### config.mk
export PLATFORM = sky130hd
export DESIGN_NAME = mips_multicycle_control_flat
export DESIGN_NICKNAME = d
export VERILOG_FILES = /design/src/rtl/mips_multicycle_control_if.sv /design/src/rtl/mips_multicycle_control.sv /design/src/flat_wrapper.sv
export SDC_FILE = /design/constraint.sdc
export NUM_CORES = 1
export LEC_CHECK = 0
export ABC_CLOCK_PERIOD_IN_PS = 2100
export BUFFER_PORTS_ARGS = -buffer_cell sky130_fd_sc_hd__buf_2
export CAP_MARGIN = 20
export CORE_AREA = 2 2 39 41
export CTS_CLUSTER_DIAMETER = 200
export DETAILED_ROUTE_END_ITERATION = 6
export DIE_AREA = 0 0 41 43
export PLACE_DENSITY_LB_ADDON = 0.08
export SYNTH_ARGS = -nofsm -noshare
export SYNTH_HDL_FRONTEND = slang
export SYNTH_SLANG_ARGS = --single-unit
### constraint.sdc
create_clock -name clk -period 2.1 [get_ports clk]
set_clock_uncertainty 0.05 [all_clocks]
set_input_delay 0 -clock clk [delete_from_list [all_inputs] [get_ports clk]]
set_output_delay 0 -clock clk [all_outputs]
set_load 0.01 [all_outputs]
### src/rtl/mips_multicycle_control_if.sv
// Control bundle between the multicycle MIPS controller (master) and its datapath (slave).
interface mips_multicycle_control_if #(
  parameter int STATE_W = 4
);
  logic [5:0]         opcode;
  logic [5:0]         funct;
  logic               zero;
  logic [3:0]         ALUCon;
  logic               ALUSrcA;
  logic [1:0]         ALUSrcB;
  logic [1:0]         PCSrc;
  logic               pc_en;
  logic               IorD;
  logic               MemWrite;
  logic               IRWrite;
  logic               RegDst;
  logic               MemtoReg;
  logic               RegWrite;
  logic               illegal_op;
  logic [STATE_W-1:0] state;

  modport master (
    input  opcode, funct, zero,
    output ALUCon, ALUSrcA, ALUSrcB, PCSrc, pc_en, IorD, MemWrite, IRWrite,
           RegDst, MemtoReg, RegWrite, illegal_op, state
  );

  modport slave (
    output opcode, funct, zero,
    input  ALUCon, ALUSrcA, ALUSrcB, PCSrc, pc_en, IorD, MemWrite, IRWrite,
           RegDst, MemtoReg, RegWrite, illegal_op, state
  );
endinterface

### src/rtl/mips_multicycle_control.sv
// Multicycle MIPS control FSM with folded ALU-control decode.
// Define MIPS_IMM_ALU_EN to add the addi/ori immediate execute and writeback states.
module mips_multicycle_control #(
  parameter int STATE_W = 4
) (
  input  logic                        clk,
  input  logic                        reset,
  mips_multicycle_control_if.master   ctl
);

  typedef enum logic [3:0] {
    FETCH  = 4'd0,
    DECODE = 4'd1,
    MEMADR = 4'd2,
    MEMRD  = 4'd3,
    MEMWB  = 4'd4,
    MEMWR  = 4'd5,
    EXEC   = 4'd6,
    ALUWB  = 4'd7,
    BRANCH = 4'd8,
    JUMP   = 4'd9
`ifdef MIPS_IMM_ALU_EN
    ,
    IMMEX  = 4'd10,
    IMMWB  = 4'd11
`endif
  } state_e;

  localparam logic [5:0] OP_RTYPE = 6'b000000;
  localparam logic [5:0] OP_LW    = 6'b100011;
  localparam logic [5:0] OP_SW    = 6'b101011;
  localparam logic [5:0] OP_BEQ   = 6'b000100;
  localparam logic [5:0] OP_J     = 6'b000010;
`ifdef MIPS_IMM_ALU_EN
  localparam logic [5:0] OP_ADDI  = 6'b001000;
  localparam logic [5:0] OP_ORI   = 6'b001101;
`endif

  localparam logic [3:0] ALU_AND = 4'b0000;
  localparam logic [3:0] ALU_OR  = 4'b0001;
  localparam logic [3:0] ALU_ADD = 4'b0010;
  localparam logic [3:0] ALU_SUB = 4'b0110;
  localparam logic [3:0] ALU_SLT = 4'b0111;

  function automatic logic funct_legal(input logic [5:0] f);
    return (f == 6'b100000) || (f == 6'b100010) || (f == 6'b100100) ||
           (f == 6'b100101) || (f == 6'b101010);
  endfunction

  function automatic logic [3:0] funct_alu(input logic [5:0] f);
    case (f)
      6'b100010: return ALU_SUB;
      6'b100100: return ALU_AND;
      6'b100101: return ALU_OR;
      6'b101010: return ALU_SLT;
      default:   return ALU_ADD;
    endcase
  endfunction

  state_e state_q, state_d;
  logic   illegal;

  // NOTE: every signal written here gets a default first, so no path leaves it unassigned and no latch is inferred.
  always_comb begin
    state_d = FETCH;
    illegal = 1'b0;
    case (state_q)
      FETCH:  state_d = DECODE;
      DECODE: begin
        case (ctl.opcode)
          OP_LW, OP_SW: state_d = MEMADR;
          OP_RTYPE: begin
            if (funct_legal(ctl.funct)) state_d = EXEC;
            else                        illegal = 1'b1;
          end
          OP_BEQ: state_d = BRANCH;
          OP_J:   state_d = JUMP;
`ifdef MIPS_IMM_ALU_EN
          OP_ADDI, OP_ORI: state_d = IMMEX;
`endif
          default: illegal = 1'b1;
        endcase
      end
      MEMADR: state_d = (ctl.opcode == OP_SW) ? MEMWR : MEMRD;
      MEMRD:  state_d = MEMWB;
      EXEC:   state_d = ALUWB;
`ifdef MIPS_IMM_ALU_EN
      IMMEX:  state_d = IMMWB;
`endif
      default: state_d = FETCH;
    endcase
  end

  // NOTE: sequential state uses non-blocking assignments so every flop samples pre-edge values.
  always_ff @(posedge clk or posedge reset) begin
    if (reset) state_q <= FETCH;
    else       state_q <= state_d;
  end

  logic [3:0] alu_con;
  logic       alu_src_a, pc_en_raw, iord, mem_write, ir_write;
  logic       reg_dst, mem_to_reg, reg_write;
  logic [1:0] alu_src_b, pc_src;

  always_comb begin
    alu_con    = ALU_AND;
    alu_src_a  = 1'b0;
    alu_src_b  = 2'b00;
    pc_src     = 2'b00;
    pc_en_raw  = 1'b0;
    iord       = 1'b0;
    mem_write  = 1'b0;
    ir_write   = 1'b0;
    reg_dst    = 1'b0;
    mem_to_reg = 1'b0;
    reg_write  = 1'b0;
    case (state_q)
      FETCH: begin
        ir_write  = 1'b1;
        alu_src_b = 2'b01;
        alu_con   = ALU_ADD;
        pc_en_raw = 1'b1;
      end
      DECODE: begin
        alu_src_b = 2'b11;
        alu_con   = ALU_ADD;
      end
      MEMADR: begin
        alu_src_a = 1'b1;
        alu_src_b = 2'b10;
        alu_con   = ALU_ADD;
      end
      MEMRD: iord = 1'b1;
      MEMWB: begin
        mem_to_reg = 1'b1;
        reg_write  = 1'b1;
      end
      MEMWR: begin
        iord      = 1'b1;
        mem_write = 1'b1;
      end
      EXEC: begin
        alu_src_a = 1'b1;
        alu_con   = funct_alu(ctl.funct);
      end
      ALUWB: begin
        reg_dst   = 1'b1;
        reg_write = 1'b1;
      end
      BRANCH: begin
        alu_src_a = 1'b1;
        alu_con   = ALU_SUB;
        pc_src    = 2'b01;
        pc_en_raw = ctl.zero;
      end
      JUMP: begin
        pc_src    = 2'b10;
        pc_en_raw = 1'b1;
      end
`ifdef MIPS_IMM_ALU_EN
      IMMEX: begin
        alu_src_a = 1'b1;
        alu_src_b = 2'b10;
        alu_con   = (ctl.opcode == OP_ORI) ? ALU_OR : ALU_ADD;
      end
      IMMWB: reg_write = 1'b1;
`endif
      default: ;
    endcase
  end

  // Reset is asynchronous, so enables are gated directly rather than waiting for an edge.
  assign ctl.pc_en      = pc_en_raw & ~reset;
  assign ctl.MemWrite   = mem_write & ~reset;
  assign ctl.IRWrite    = ir_write  & ~reset;
  assign ctl.RegWrite   = reg_write & ~reset;
  assign ctl.illegal_op = illegal   & ~reset;
  assign ctl.ALUCon     = alu_con;
  assign ctl.ALUSrcA    = alu_src_a;
  assign ctl.ALUSrcB    = alu_src_b;
  assign ctl.PCSrc      = pc_src;
  assign ctl.IorD       = iord;
  assign ctl.RegDst     = reg_dst;
  assign ctl.MemtoReg   = mem_to_reg;
  assign ctl.state      = STATE_W'(state_q);

endmodule

### src/flat_wrapper.sv
// flat-port wrapper written by rule: the top's interface ports become plain ports
module mips_multicycle_control_flat 
#(
  parameter int STATE_W = 4
)
  (clk, reset, ctl_opcode, ctl_funct, ctl_zero, ctl_ALUCon, ctl_ALUSrcA, ctl_ALUSrcB, ctl_PCSrc, ctl_pc_en, ctl_IorD, ctl_MemWrite, ctl_IRWrite, ctl_RegDst, ctl_MemtoReg, ctl_RegWrite, ctl_illegal_op, ctl_state);
  mips_multicycle_control_if #(.STATE_W(STATE_W)) ctl_i ();
  input  logic clk;
  input  logic reset;
  input wire logic [$bits(ctl_i.opcode)-1:0] ctl_opcode;
  input wire logic [$bits(ctl_i.funct)-1:0] ctl_funct;
  input wire logic [$bits(ctl_i.zero)-1:0] ctl_zero;
  output wire logic [$bits(ctl_i.ALUCon)-1:0] ctl_ALUCon;
  output wire logic [$bits(ctl_i.ALUSrcA)-1:0] ctl_ALUSrcA;
  output wire logic [$bits(ctl_i.ALUSrcB)-1:0] ctl_ALUSrcB;
  output wire logic [$bits(ctl_i.PCSrc)-1:0] ctl_PCSrc;
  output wire logic [$bits(ctl_i.pc_en)-1:0] ctl_pc_en;
  output wire logic [$bits(ctl_i.IorD)-1:0] ctl_IorD;
  output wire logic [$bits(ctl_i.MemWrite)-1:0] ctl_MemWrite;
  output wire logic [$bits(ctl_i.IRWrite)-1:0] ctl_IRWrite;
  output wire logic [$bits(ctl_i.RegDst)-1:0] ctl_RegDst;
  output wire logic [$bits(ctl_i.MemtoReg)-1:0] ctl_MemtoReg;
  output wire logic [$bits(ctl_i.RegWrite)-1:0] ctl_RegWrite;
  output wire logic [$bits(ctl_i.illegal_op)-1:0] ctl_illegal_op;
  output wire logic [$bits(ctl_i.state)-1:0] ctl_state;
  assign ctl_i.opcode = ctl_opcode;
  assign ctl_i.funct = ctl_funct;
  assign ctl_i.zero = ctl_zero;
  assign ctl_ALUCon = ctl_i.ALUCon;
  assign ctl_ALUSrcA = ctl_i.ALUSrcA;
  assign ctl_ALUSrcB = ctl_i.ALUSrcB;
  assign ctl_PCSrc = ctl_i.PCSrc;
  assign ctl_pc_en = ctl_i.pc_en;
  assign ctl_IorD = ctl_i.IorD;
  assign ctl_MemWrite = ctl_i.MemWrite;
  assign ctl_IRWrite = ctl_i.IRWrite;
  assign ctl_RegDst = ctl_i.RegDst;
  assign ctl_MemtoReg = ctl_i.MemtoReg;
  assign ctl_RegWrite = ctl_i.RegWrite;
  assign ctl_illegal_op = ctl_i.illegal_op;
  assign ctl_state = ctl_i.state;
  mips_multicycle_control #(.STATE_W(STATE_W)) u_core (.clk(clk), .reset(reset), .ctl(ctl_i));
endmodule
==> results of run 1 <==
[area by class of cell]
type	count	area (um^2)	area share, %
Timing Repair Buffer	35	180	24.8
Inverter	4	15.0	2.07
Sequential cell	4	100	13.8
Clock buffer	3	22.5	3.10
Tap cell	16	20.0	2.75
Multi-Input combinational cell	56	389	53.5
[power by group]
part	internal [mW]	switching (mW)
registers	0.0895	0.0487
logic	0.0956	0.118
clock network	0.0639	0.0316
[worst min path at each step]
stage / from / endpoint / slack (ps) / cells after the start
finish: ctl_opcode[5] / u_core.ctl.state[3] / 20 / 4
floorplan: reset / u_core.ctl.state[0] / -280 / 1
global route: ctl_opcode[5] / u_core.ctl.state[3] / 60 / 4
detailed placement: reset / u_core.ctl.state[3] / -100 / 2
CTS: ctl_opcode[5] / u_core.ctl.state[3] / 30 / 4
global placement: reset / u_core.ctl.state[3] / -100 / 2
[synth_stat cells]
cell and number:
dfrtp_1 4, nand4_1 1, nor3b_1 1, and3_1 1
a22o_1 1, a22oi_1 1, clkbuf_1 4, nor4b_4 1
nor2_1 8, nand3_1 4, conb_1 1, a2111oi_2 1
nand2b_1 7, nor4bb_1 1, o2111ai_2 1, nor2b_1 1
a21oi_1 4, nand2_1 4, buf_4 1, xnor2_1 1
a21boi_1 1, maj3_1 1, xor2_1 1, nor3_1 5
nor4b_1 3, o31ai_1 1, o32ai_1 1, inv_1 4
a21o_1 1, nor4_4 1, mux2i_1 1, a221oi_1 1
[per-stage QoR]
step / util (%) / instances / hold slack, ps
after global placement: 50.2 / 114 / -103
final: 52.5 / 118 / 21.3
after floorplan: - / 69 / -284
after detailed placement: 50.2 / 114 / -103
after global routing: 52.5 / 118 / 63.6
after CTS: 52.5 / 118 / 25.9
[worst max-delay path: cells and delay by family (launching register included)]
| family | cells | cell delay, ps |
|---|---|---|
| buf+inv | 1 | 180 |
| flops | 1 | 530 |
| compound gates | 1 | 310 |
| simple gates | 1 | 320 |
[routing by layer]
metal	GRT usage [%]	up-vias	wire length (um)	share of wire, %
met5	0	-	0	0
met3	4.71	0	88	6.3
li1	-	316	-	-
met2	32.2	24	737	53
met4	6.00	0	0	0
met1	20.9	302	572	41
[logic make-up (layout without fill, tap and decap cells)]
group | after synthesis | count (layout) | synth area share [%]
AOI/OAI and AO/OA | 13 | 13 | 20.2
xor gates and xnor gates | 2 | 2 | 3.33
adders and majority gates | 1 | 1 | 1.90
and+or+nand+nor | 38 | 38 | 45.8
other | 1 | 1 | 0.712
DFF | 4 | 4 | 19.0
buffers and inverters | 9 | 42 | 7.12
muxes | 1 | 1 | 1.90
[what timing repair did]
action	CTS	global route
hold buffers	1	0
endpoints found under the hold margin	4	0
setup endpoints to repair	0	0
==> results.toml, run 1 <==
[sta]
drv_slew = 0
finalSetupViolations = 0
finalCritPeriodShare_pct = 77.3
fin_crit_ps = 1620
hold_viol = 0
fmax_ghz = 0.616
rsz0062_at_grt = "false"
worst_slack_ps = 477
tns_ps = 0

[floorplanning]
start_util_pct = 38.1
rows = 14
die_area_um2 = 1760
pin_count = 36
die_h_um = 43
core-area_um2 = 1380
fp.dieW_um = 41

[route]
ant_nets = 0
drc = 0
via_count = 642
wire_per_inst_um = 11.8
first_pass_iters = 5
via_per_inst = 5.44
routed_wl_mm = 1.40
drtIter0Drc = 12

[yosys]
ys_warn_count = 0
synthesis.area_um2 = 527
synth_area_per_cell_um2 = 7.63
synth_cell_types = 32
ys_ff_latch = 4
yosysTopAreaCellShare_pct = 19.0
synth_area_leaders = "dfrtp_1, nand2b_1, nor2_1"
ys_seq_area_share_pct = 19.0
synth_top_area_cell = "dfrtp_1"
netlist_instances = 69
syn_nets = 84

[critical_path]
crit_chain = "nand2b_1 > o32ai_1 > buf_2"
startpoint = "u_core.ctl.state[0]"
crit_path_end_kind = "output pin"
required_ps = 2050
crit_path_max_incr_delay_ps = 530
crit_type = "flop to output pin"
reg2reg_slack_ps = 630
critPathMaxFanout = 15
critPathLaunchType = "flop"
reg2reg_depth = 3
worstReg2RegEnd = "u_core.ctl.state[2]"
worstReg2RegStart = "u_core.ctl.state[1]"
crit_end = "ctl_ALUCon[1]"
cp.arrival_ps = 1570
crit_slowest_cell = "dfrtp_1"

[layout]
fill_cells = 148
layout-drive-gt1-share_pct = 40.2
antenna_cells = 0
layout_common_cells = "buf_2, nor2_1, nand2b_1"
areaGrowthSynthToFinish_pct = 38.0
fin_nets = 119
final_cell_area_um2 = 727
largest_reg_flops = 4
final_common_cell = "buf_2"

[job]
max-cap-violations = 0

[cts]
clk_transition_reported_paths_ps = 40
cts_resized = 0
post_cts_buffers = 0
clk-insertion-delay-late_ps = 230
cts_tree = "done"
cts_sinks = 4
cts-root-buf = "clkbuf_4"
h-tree-depth = 1
cts_buffers = 3
max-clock-path-buffers = 2

[grt]
grt_pass1_vias = 578
antenna_found_initial = 0
grt_max_degree = 16
grt_overflow_total = 0
grt_usage_pct = 18.7
grt_pass1_wl_mm = 2.30

[power]
power_mw = 0.447
ir_drop_mv = 0.301
leakagePower_nw = 0.355
power_density_nw_per_um2 = 616

[placement]
dp_hpwl_mm = 1.12
dpl_cell_area_um2 = 694
io_buffer_count = 34
place.gp.congestion = 0.760
dpl_worst_slack_ps = 618

[worst_hold_path]
min_path_type = "primary input to flop"

[run_status]
status = "completed"
Note: power is estimated with default switching activity, not from simulation.
==> run 2, diff against run 1 <==
--- a/config.mk
+++ b/config.mk
@@ -5,13 +5,13 @@
 export SDC_FILE = /design/constraint.sdc
 export NUM_CORES = 1
 export LEC_CHECK = 0
-export ABC_CLOCK_PERIOD_IN_PS = 2100
+export ABC_CLOCK_PERIOD_IN_PS = 1400
 export BUFFER_PORTS_ARGS = -buffer_cell sky130_fd_sc_hd__buf_2
 export CAP_MARGIN = 20
-export CORE_AREA = 2 2 39 41
+export CORE_MARGIN = 1.5
+export CORE_UTILIZATION = 36
 export CTS_CLUSTER_DIAMETER = 200
 export DETAILED_ROUTE_END_ITERATION = 6
-export DIE_AREA = 0 0 41 43
 export PLACE_DENSITY_LB_ADDON = 0.08
 export SYNTH_ARGS = -nofsm -noshare
 export SYNTH_HDL_FRONTEND = slang
==> constraint.sdc (replaced) <==
create_clock -name clk -period 1.4 [get_ports clk]
set_clock_uncertainty 0.05 [all_clocks]
set_input_delay 0 -clock clk [delete_from_list [all_inputs] [get_ports clk]]
set_output_delay 0 -clock clk [all_outputs]
set_load 0.01 [all_outputs]
==> run 2 against run 1 <==
The flow now finishes with violations (setup timing). Hold slack better by 6.7 ps. Global-route usage is 3.7 points higher. Count of clock-buffer cells in the layout did not move. Cell area rose by 36%. Sequential power grew 33%. Non-clock buffer count up 21. Core utilization rose by 22 points. Critical path type unchanged. Critical endpoint is now ctl_pc_en.
==> results.toml, run 2 (synthesis gave the netlist of run 1 again) <==
[floorplanning]
fp.dieW_um = 41.3
core-area_um2 = 1330
start_util_pct = 39.5
die_area_um2 = 1700
die_h_um = 41.3
pin_count = 36
rows = 13

[placement]
dpl_cell_area_um2 = 749
io_buffer_count = 34
dp_hpwl_mm = 1.30
dpl_worst_slack_ps = -108
place.gp.congestion = 0.744

[layout]
areaGrowthSynthToFinish_pct = 88.4
layout_common_cells = "buf_2, buf_4, nor2_1"
layout-drive-gt1-share_pct = 67.5
antenna_cells = 0
final_common_cell = "buf_2"
fin_nets = 140
final_cell_area_um2 = 992
largest_reg_flops = 4

[route]
via_per_inst = 5.35
ant_nets = 0
routed_wl_mm = 1.98
first_pass_iters = 4
drtIter0Drc = 8
wire_per_inst_um = 14.4
drc = 0
via_count = 738

[critical_path]
critPathMaxFanout = 6
required_ps = 1350
crit_slowest_cell = "dfrtp_2"
crit_end = "ctl_pc_en"
reg2reg_depth = 4
crit_path_end_kind = "output pin"
crit_path_max_incr_delay_ps = 450
critPathLaunchType = "flop"
reg2reg_slack_ps = 10
crit_type = "flop to output pin"
worstReg2RegStart = "u_core.ctl.state[0]"
startpoint = "u_core.ctl.state[2]"
crit_chain = "nand2b_4 > nor3_4 > a21oi_2 > a21oi_1 > buf_2"
cp.arrival_ps = 1380
worstReg2RegEnd = "u_core.ctl.state[2]"

[cts]
cts_buffers = 3
h-tree-depth = 1
cts_tree = "done"
cts-root-buf = "clkbuf_4"
max-clock-path-buffers = 2
clk_transition_reported_paths_ps = 40
cts_sinks = 4
clk-insertion-delay-late_ps = 230

[grt]
grt_overflow_total = 0
grt_usage_pct = 22.4
grt_max_degree = 9
grt_pass1_vias = 583
antenna_found_initial = 0
grt_pass1_wl_mm = 2.44

[sta]
worst_slack_ps = -27.8
rsz0062_at_grt = "true"
finalCritPeriodShare_pct = 102
tns_ps = -56.2
drv_slew = 0
finalSetupViolations = 4
fmax_ghz = 0.700
fin_crit_ps = 1430
hold_viol = 0

[power]
power_mw = 0.943
ir_drop_mv = 0.672
power_density_nw_per_um2 = 950
leakagePower_nw = 0.491

[worst_hold_path]
min_path_type = "primary input to flop"

[run_status]
status = "finished, violations left"
violations = "setup timing"

[job]
max-cap-violations = 0
run 2: cell types whose count changed in the layout (fill, tap and decap cells not counted), moves of 3 or more:
cell,delta
buf_4,+18
dfrtp_1,-4
dfrtp_2,+4
nand2b_1,-4
nand2b_4,+4
buf_6,+3
nor2_1,-3
nor2_2,+3
run 2: layout make-up:
class / count / area (um^2)
fillers: 99 / 342
inverters: 4 / 15.0
flip-flops and latches: 4 / 105
multi-input cells: 56 / 482
clock buffers: 3 / 22.5
well taps: 15 / 18.8
repair buffers: 56 / 349
run 2: per-stage QoR:
| stage | utilization, % | instances | hold WS, ps |
|---|---|---|---|
| after floorplan | - | 69 | -284 |
| after global placement | 56.2 | 119 | -89.2 |
| after detailed placement | 56.2 | 119 | -89.9 |
| after CTS | 68.2 | 136 | 22.6 |
| after global routing | 74.4 | 138 | 59.8 |
| final | 74.4 | 138 | 27.9 |
run 2: critical path: cells and delay by family, from the launching register on:
kind                   cells  cell delay (ps)
AOI/OAI and AO/OA          2              220
buffers and inverters      1              150
DFF                        1              450
and+or+nand+nor            2              330
run 2: what timing repair did:
| item | in CTS | in global routing |
|---|---|---|
| hold buffers | 1 | 0 |
| endpoints found under the hold margin | 4 | 0 |
| gates resized for setup | 12 | 15 |
| pin swaps | 3 | 3 |
| setup endpoints to repair | 8 | 9 |
| buffers inserted | 13 | 2 |
run 2: how the worst min path moves through the flow:
stage                  start                  end  slack, ps  cells after the start
5_1_grt        ctl_opcode[5]  u_core.ctl.state[3]         60                      4
2_1_floorplan          reset  u_core.ctl.state[0]       -280                      1
6_report       ctl_opcode[5]  u_core.ctl.state[3]         30                      4
4_1_cts        ctl_opcode[5]  u_core.ctl.state[3]         20                      4
3_5_place_dp           reset  u_core.ctl.state[1]        -90                      2
3_3_place_gp           reset  u_core.ctl.state[0]        -90                      2
run 2: routing by layer:
metal	part of all wire [%]	GRT usage [%]	vias up	wire, um
met4	1.9	8.06	0	38
li1	-	-	362	-
met5	0	0	-	0
met1	38	22.5	343	749
met3	6.1	5.43	4	120
met2	54	43.4	29	1070
run 2: power by group:
part | switching [mW] | internal [mW]
registers | 0.0440 | 0.139
clock network | 0.0412 | 0.0955
logic | 0.306 | 0.317
